==> src/rtl/fetch_stage.sv <==
// Instruction fetch stage: PC register, instruction-memory read port, IF/ID register and one-entry skid buffer.
// Optional macro FETCH_MISALIGN_EXC_EN: a misaligned redirect delivers an exception entry and halts fetch.
module fetch_stage #(
  parameter logic [31:0] RESET_PC = 32'h0040_0000
) (
  input  logic        clk,
  input  logic        rst,
  output logic        imem_req,
  output logic [31:0] imem_addr,
  input  logic        imem_ready,
  input  logic [31:0] imem_rdata,
  input  logic        stall_id,
  input  logic        redirect_valid,
  input  logic [31:0] redirect_pc,
  output logic        id_valid,
  output logic [31:0] id_instruction,
  output logic [31:0] id_pc,
  output logic [31:0] id_pc_plus4,
  output logic        id_exc
);

  // Handshakes: imem_addr is held until imem_ready; IF/ID is consumed when
  // id_valid && !stall_id; an empty IF/ID (id_valid=0) always accepts.
  typedef enum logic [1:0] {
    S_FETCH = 2'd0,
    S_WAIT  = 2'd1,
    S_HALT  = 2'd2
  } state_t;

  state_t      state;
  state_t      state_next;

  logic [31:0] pc;
  logic [31:0] pc_next;
  logic [31:0] pc_plus4;
  logic [31:0] skid_instr;
  logic [31:0] skid_instr_next;
  logic [31:0] skid_pc;
  logic [31:0] skid_pc_next;

  logic        id_valid_next;
  logic [31:0] id_instruction_next;
  logic [31:0] id_pc_next;
  logic [31:0] id_pc_plus4_next;
  logic        id_exc_q;
  logic        id_exc_next;

  logic        id_accepts;
  logic        redirect_misaligned;

`ifdef FETCH_MISALIGN_EXC_EN
  assign redirect_misaligned = |redirect_pc[1:0];
  assign id_exc              = id_exc_q;
`else
  assign redirect_misaligned = 1'b0;
  assign id_exc              = 1'b0;
`endif

  assign id_accepts = !id_valid || !stall_id;
  assign pc_plus4   = pc + 32'd4;
  assign imem_addr  = pc;
  assign imem_req   = !rst && (state == S_FETCH);

  always_comb begin
    state_next          = state;
    pc_next             = pc;
    skid_instr_next     = skid_instr;
    skid_pc_next        = skid_pc;
    id_valid_next       = id_valid;
    id_instruction_next = id_instruction;
    id_pc_next          = id_pc;
    id_pc_plus4_next    = id_pc_plus4;
    id_exc_next         = id_exc_q;

    if (redirect_valid) begin
      // Flush wins over stall, memory response and current state.
      pc_next       = {redirect_pc[31:2], 2'b00};
      id_valid_next = 1'b0;
      state_next    = S_FETCH;
      if (redirect_misaligned) begin
        id_valid_next       = 1'b1;
        id_exc_next         = 1'b1;
        id_instruction_next = 32'h0;
        id_pc_next          = redirect_pc;
        id_pc_plus4_next    = redirect_pc + 32'd4;
        state_next          = S_HALT;
      end
    end else begin
      case (state)
        S_FETCH: begin
          if (imem_ready) begin
            pc_next = pc_plus4;
            if (id_accepts) begin
              id_valid_next       = 1'b1;
              id_instruction_next = imem_rdata;
              id_pc_next          = pc;
              id_pc_plus4_next    = pc_plus4;
              id_exc_next         = 1'b0;
            end else begin
              skid_instr_next = imem_rdata;
              skid_pc_next    = pc;
              state_next      = S_WAIT;
            end
          end else if (id_accepts) begin
            id_valid_next = 1'b0;
          end
        end
        S_WAIT: begin
          // No request this cycle: the skid word moves into IF/ID first.
          if (!stall_id) begin
            id_valid_next       = 1'b1;
            id_instruction_next = skid_instr;
            id_pc_next          = skid_pc;
            id_pc_plus4_next    = skid_pc + 32'd4;
            id_exc_next         = 1'b0;
            state_next          = S_FETCH;
          end
        end
        S_HALT: begin
          if (id_accepts) begin
            id_valid_next = 1'b0;
          end
        end
        default: begin
          state_next = S_FETCH;
        end
      endcase
    end
  end

  always_ff @(posedge clk) begin
    if (rst) begin
      state          <= S_FETCH;
      pc             <= RESET_PC;
      skid_instr     <= 32'h0;
      skid_pc        <= 32'h0;
      id_valid       <= 1'b0;
      id_instruction <= 32'h0;
      id_pc          <= 32'h0;
      id_pc_plus4    <= 32'h0;
      id_exc_q       <= 1'b0;
    end else begin
      state          <= state_next;
      pc             <= pc_next;
      skid_instr     <= skid_instr_next;
      skid_pc        <= skid_pc_next;
      id_valid       <= id_valid_next;
      id_instruction <= id_instruction_next;
      id_pc          <= id_pc_next;
      id_pc_plus4    <= id_pc_plus4_next;
      id_exc_q       <= id_exc_next;
    end
  end

endmodule

==> config.mk <==
export PLATFORM = sky130hd
export DESIGN_NAME = fetch_stage
export DESIGN_NICKNAME = d
export VERILOG_FILES = /design/src/rtl/fetch_stage.sv
export SDC_FILE = /design/constraint.sdc
export NUM_CORES = 1
export LEC_CHECK = 0
export CAP_MARGIN = 20
export CORE_ASPECT_RATIO = 1.1
export CORE_MARGIN = 2
export CORE_UTILIZATION = 55
export DETAILED_ROUTE_END_ITERATION = 10
export GPL_ROUTABILITY_DRIVEN = 0
export GPL_TIMING_DRIVEN = 0
export PLACE_DENSITY = 0.86
export SLEW_MARGIN = 0
export SYNTH_ARGS = -nofsm -noshare
export SYNTH_HDL_FRONTEND = slang
export SYNTH_SLANG_ARGS = --single-unit
==> constraint.sdc <==
create_clock -name clk -period 5.8 [get_ports clk]
set_input_delay 0.58 -clock clk [delete_from_list [all_inputs] [get_ports clk]]
set_output_delay 0.58 -clock clk [all_outputs]
set_load 0.01 [all_outputs]
==> results.sh, run 1 <==
export IMPL_status="finished clean"
export IMPL_rr_startpoint="state[0]"
export IMPL_start_util_pct=56.43
export IMPL_critPathMaxStageDelay_ns=0.54
export IMPL_routedWlPerCell_um=18.86
export IMPL_finalHoldViolCount=0
export IMPL_mostFrequentLayoutCell="clkdlybuf4s50_1"
export IMPL_cts_sinks=186
export IMPL_fin_nets=1372
export IMPL_switchingPower_mw=0.7895
export IMPL_rsz0062_at_grt="false"
export IMPL_slew_headroom_pct=45.25
export IMPL_grt_pass1_wl_um=43950
export IMPL_rows=48
export IMPL_setup_tns_ns=0
export IMPL_cp_required_ns=5.22
export IMPL_worst_path_buf_inv=5
export IMPL_swShare_pct=25.47
export IMPL_die_area_mm2=0.01724
export IMPL_ys_warn_count=0
export IMPL_critPathKind="primary input to output pin"
export IMPL_dp_slack_ns=2.168
export IMPL_nFillCells=1185
export IMPL_slowest_stage="clkbuf_1"
export IMPL_synth_seq_cells=186
export IMPL_seqPwrFrac_pct=44.4
export IMPL_p_per_area_mw_per_mm2=263.8
export IMPL_clk_latency_ns=0.44
export IMPL_io_pins=200
export IMPL_syn_area_per_cell_um2=8.208
export IMPL_p_leak_nw=3.795
export IMPL_crit_arrival_ns=3.12
export IMPL_crit_chain="clkdlybuf4s50_1, clkbuf_1, clkbuf_1, clkbuf_1, nor2_1, clkdlybuf4s50_1"
export IMPL_yosys_most_used_dff="dfxtp_1"
export IMPL_synth_top_area_share_pct=41.77
export IMPL_ant_nets=0
export IMPL_end_kind="output pin"
export IMPL_cts_clk_slew_worst_paths_ns=0.07
export IMPL_finalPower_mw=3.100
export IMPL_finClkSkew_ns=0.008397
export IMPL_cp_start_kind="primary input"
export IMPL_critical_path_peak_fanout=10
export IMPL_utilization_pct=74.39
export IMPL_fin_crit_sh_pct=63.85
export IMPL_viasPerCell=5.987
export IMPL_holdCritStartpoint="skid_instr[24]"
export IMPL_clock_fmax_mhz=270.0
export IMPL_drc=0
export IMPL_power_frac_comb_pct=13.4
export IMPL_cts_inserted_buffers=17
export IMPL_grt_overflow=0
export IMPL_core_mm2=0.01580
export IMPL_final_cells=1515
export IMPL_io_buffers=190
export IMPL_hold_class="register to register"
export IMPL_cts_tree="done"
export IMPL_hpwl_um=20500
export IMPL_syn2layout_area_growth_pct=31.82
export IMPL_cts_htree_levels=4
export IMPL_crit_family="buffers and inverters"
export IMPL_worst_slew_pin_slew_ns=0.8182
export IMPL_synth_enable_flop_cells=0
export IMPL_pwr_share_clk_pct=42.3
export IMPL_totalWireLength_um=28570
export IMPL_finalSetupViolations=0
export IMPL_ys_types=51
export IMPL_clockRootBuffer="clkbuf_16"
export IMPL_drt_first_pass_iters=6
export IMPL_peakVddDrop_v=0.0002007
export IMPL_slew_viol_final=0
export IMPL_fin_ws_ns=2.097
export IMPL_syn_area_mm2=0.008914
export IMPL_crit_top_cell="clkbuf_1"
export IMPL_grt_util_all_layers_pct=32.37
export IMPL_hold_buffers=0
export IMPL_post_cts_repair_setup_buffers=0
export IMPL_yosysSeqAreaShare_pct=41.77
export IMPL_netlist_instances=1086
export IMPL_placed_cells=1482
export IMPL_die_width_um=125.4
export IMPL_die_height_um=137.5
export IMPL_post_route_min_period_ns=3.703
export IMPL_synth_top_area_cell="dfxtp_1"
export IMPL_max_cap_violations=0
export IMPL_dr_total_vias=9071
export IMPL_cts_repair_resized=0
export IMPL_synthTopCellsByArea="dfxtp_1 (42%), nand2_1 (7.8%), mux2i_1 (7.5%)"
export IMPL_mostFrequentLayoutCells="clkdlybuf4s50_1 (190), dfxtp_1 (186), nand2_1 (185)"
export IMPL_grt_max_degree=18
export IMPL_first_global_vias=8300
export IMPL_synthArstFlopShare_pct=0
export IMPL_drtIter0Drc=1226
export IMPL_clockBufferDepth=2
export IMPL_cp_startpoint="rst"
export IMPL_antenna_found_initial=1
export IMPL_layout_drive_gt1_share_pct=5.784
export IMPL_internal_power_mw=2.311
-- state kept, by name (all words and copies together), names as in the netlist --
signal	count
id_pc_plus4	30
state	1
skid_instr	32
skid_pc	30
id_valid	1
id_pc	30
imem_addr	30
id_instruction	32
-- routing by layer --
metal,GRT usage (%),part of all wire (%)
met4,15.74,3.9
met2,52.36,47
met1,41.74,40
met5,0,0
met3,6.485,10
-- cell families (layout without fill, tap and decap cells) --
kind of cell,count (synthesis),count (layout),synth area share [%]
compound gates,227,227,16.91
other cells,1,8,0.04207
fa+ha+maj,2,2,0.2807
flops,186,186,41.77
simple gates,424,424,21.60
mux,67,67,7.524
buf+inv,114,336,5.474
xor+xnor,65,65,6.387
-- worst min-delay path, cell delays in order (launching register included) --
cell and delay [ns]:
dfxtp_1 0.31, nand2_1 0.05, a21oi_1 0.05
-- layout make-up --
type / instances / area (µm²) / share of cell area, %
plain buffers: 103 / 446.7 / 3.802
repair buffers: 190 / 1902 / 16.19
clock buffers: 18 / 429.2 / 3.652
clock inverters: 14 / 230.2 / 1.959
flip-flops and latches: 186 / 3724 / 31.69
multi-input cells: 792 / 4725 / 40.21
diodes: 1 / 2.502 / 0.02130
well taps: 200 / 250.2 / 2.130
inverters: 11 / 41.29 / 0.3514
-- power groups by stage --
stage | clock network (mW) | logic [mW] | registers (mW)
global route | 1.36 | 0.443 | 1.38
finish | 1.31 | 0.415 | 1.38
floorplan | 0 | 0.173 | 1.42
CTS | 1.31 | 0.412 | 1.37
detailed placement | 0 | 0.408 | 1.40
global placement | 0 | 0.401 | 1.40
-- stage by stage --
step           hold WS [ns]  instance area, µm²
5_1_grt              0.4773               11750
4_1_cts              0.4568               11750
2_1_floorplan        0.4360                8936
3_3_place_gp         0.4408               11090
3_5_place_dp         0.4468               11090
6_report             0.4566               11750
-- worst paths after layout --
path / endpoint / slack, ns / cells past startpoint
max: imem_req / 2.10 / 6
min: skid_instr[24] / 0.46 / 2
max reg2reg: id_instruction[4] / 3.07 / 6
min reg2reg: skid_instr[24] / 0.46 / 2
-- synthesized netlist by cell type, drive strengths merged, types with 10 or more instances --
cell      n
dfxtp   186
nand2   185
nor2    108
a21oi    85
a211oi   79
clkbuf   73
mux2i    67
xnor2    42
nand3    31
buf      30
nor3     24
xor2     23
nand4    22
o21ai    20
nor4     17
o211ai   15
inv      10
(Power assumes the default switching activity.)
==> inputs of run 2 (changes only) <==
CORE_UTILIZATION = 51   (was 55)
PLACE_DENSITY = 0.81   (was 0.86)
clock period = 3.78 ns   (was 5.8 ns; I/O delays follow)
==> run 2 against run 1 <==
Net effect: setup slack worse by 1.5 ns; non-clock buffer count is the same; design area shrank 0.25%; sequential power increased by 53%; die area rose by 7.6%; critical path depth unchanged; flip-flop and latch count is the same; combinational power increased by 53%; sequential share of layout area increased by 0.078 points; global-route usage fell by 2.5 points; critical endpoint unchanged.
==> results.sh, run 2 (same netlist as run 1, synthesis figures left out) <==
export IMPL_start_util_pct=52.19
export IMPL_die_height_um=142.7
export IMPL_grt_overflow=0
export IMPL_max_cap_violations=0
export IMPL_rsz0062_at_grt="false"
export IMPL_crit_arrival_ns=2.85
export IMPL_swShare_pct=27.33
export IMPL_clk_latency_ns=0.45
export IMPL_grt_max_degree=19
export IMPL_post_cts_repair_setup_buffers=0
export IMPL_switchingPower_mw=1.236
export IMPL_cts_clk_slew_worst_paths_ns=0.07
export IMPL_hpwl_um=20770
export IMPL_p_per_area_mw_per_mm2=385.8
export IMPL_antenna_found_initial=1
export IMPL_grt_util_all_layers_pct=29.91
export IMPL_peakVddDrop_v=0.0003348
export IMPL_fin_nets=1372
export IMPL_grt_pass1_wl_um=42760
export IMPL_hold_class="register to register"
export IMPL_clock_fmax_mhz=309.9
export IMPL_die_area_mm2=0.01855
export IMPL_first_global_vias=8112
export IMPL_cts_sinks=186
export IMPL_die_width_um=130.1
export IMPL_totalWireLength_um=28190
export IMPL_slew_headroom_pct=44.11
export IMPL_routedWlPerCell_um=18.20
export IMPL_mostFrequentLayoutCell="clkdlybuf4s50_1"
export IMPL_drt_first_pass_iters=6
export IMPL_setup_tns_ns=0
export IMPL_io_buffers=190
export IMPL_clockRootBuffer="clkbuf_16"
export IMPL_cts_htree_levels=4
export IMPL_cts_tree="done"
export IMPL_dr_total_vias=8977
export IMPL_cts_repair_resized=0
export IMPL_cts_inserted_buffers=17
export IMPL_end_kind="output pin"
export IMPL_cp_start_kind="primary input"
export IMPL_finalHoldViolCount=0
export IMPL_reg_top3="id_instruction: 32 flops, skid_instr: 32 flops"
export IMPL_finClkSkew_ns=0.006951
export IMPL_cp_required_ns=3.40
export IMPL_finalSetupViolations=0
export IMPL_status="finished clean"
export IMPL_hold_buffers=0
export IMPL_slew_viol_final=0
export IMPL_viasPerCell=5.795
export IMPL_seqPwrFrac_pct=46.6
export IMPL_fin_crit_sh_pct=85.38
export IMPL_syn2layout_area_growth_pct=31.50
export IMPL_power_frac_comb_pct=14.0
export IMPL_p_leak_nw=3.760
export IMPL_rows=50
export IMPL_drtIter0Drc=991
export IMPL_worst_slew_pin_slew_ns=0.8383
export IMPL_pwr_share_clk_pct=39.4
export IMPL_holdPathStages=2
export IMPL_internal_power_mw=3.286
export IMPL_ant_nets=0
export IMPL_drc=0
export IMPL_r2r_cells=6
export IMPL_core_mm2=0.01708
export IMPL_finalPower_mw=4.522
export IMPL_critical_path_peak_fanout=10
export IMPL_io_pins=200
export IMPL_mostFrequentLayoutCells="clkdlybuf4s50_1 (190), dfxtp_1 (186), nand2_1 (185)"
export IMPL_layout_drive_gt1_share_pct=5.860
export IMPL_critPathKind="primary input to output pin"
export IMPL_post_route_min_period_ns=3.227
export IMPL_clockBufferDepth=2
run 2: area by class of cell:
class                   count  area [µm²]
clock buffers              17       425.4
fillers                  1380        5358
well taps                 234       292.8
flip-flops and latches    186        3724
repair buffers            190        1902
clock inverters            15       162.7
plain buffers             103       446.7
multi-input cells         792        4725
diodes                      1       2.502
inverters                  11       41.29
run 2: final timing paths:
| check | slack [ns] | start | to |
|---|---|---|---|
| hold / removal | 0.46 | skid_instr[26] | skid_instr[26] |
| hold reg to reg | 0.46 | skid_instr[26] | skid_instr[26] |
| setup / recovery | 0.55 | rst | imem_req |
| setup reg to reg | 1.07 | state[0] | id_pc_plus4[11] |
run 2: stage by stage:
step | worst slack, ns | hold slack, ns | utilization [%] | cells | area, µm²
6_report | 0.5528 | 0.4553 | 68.63 | 1549 | 11720
3_5_place_dp | 0.4752 | 0.4463 | 65.17 | 1516 | 11130
2_1_floorplan | 1.780 | 0.4360 | - | 1092 | 8936
5_1_grt | 0.3862 | 0.4719 | 68.62 | 1548 | 11720
4_1_cts | 0.5526 | 0.4567 | 68.62 | 1548 | 11720
3_3_place_gp | 0.5076 | 0.4409 | 65.17 | 1516 | 11130
run 2: power groups by stage:
stage	clock, mW	sequential [mW]	combinational [mW]
global route	1.87	2.12	0.678
global placement	0	2.15	0.617
CTS	1.79	2.11	0.629
detailed placement	0	2.15	0.625
floorplan	0	2.17	0.266
finish	1.78	2.11	0.633
run 2: layer usage:
metal	GRT usage [%]	wire, µm
met1	38.40	11360
met4	15.56	1420
met2	46.84	12790
met5	0	0
met3	6.819	2625
run 2: critical path, cell delays in order:
cell             delay (ns)
clkdlybuf4s50_1        0.54
clkbuf_1               0.40
clkbuf_1               0.50
clkbuf_1               0.43
nor2_1                 0.09
clkdlybuf4s50_1        0.50
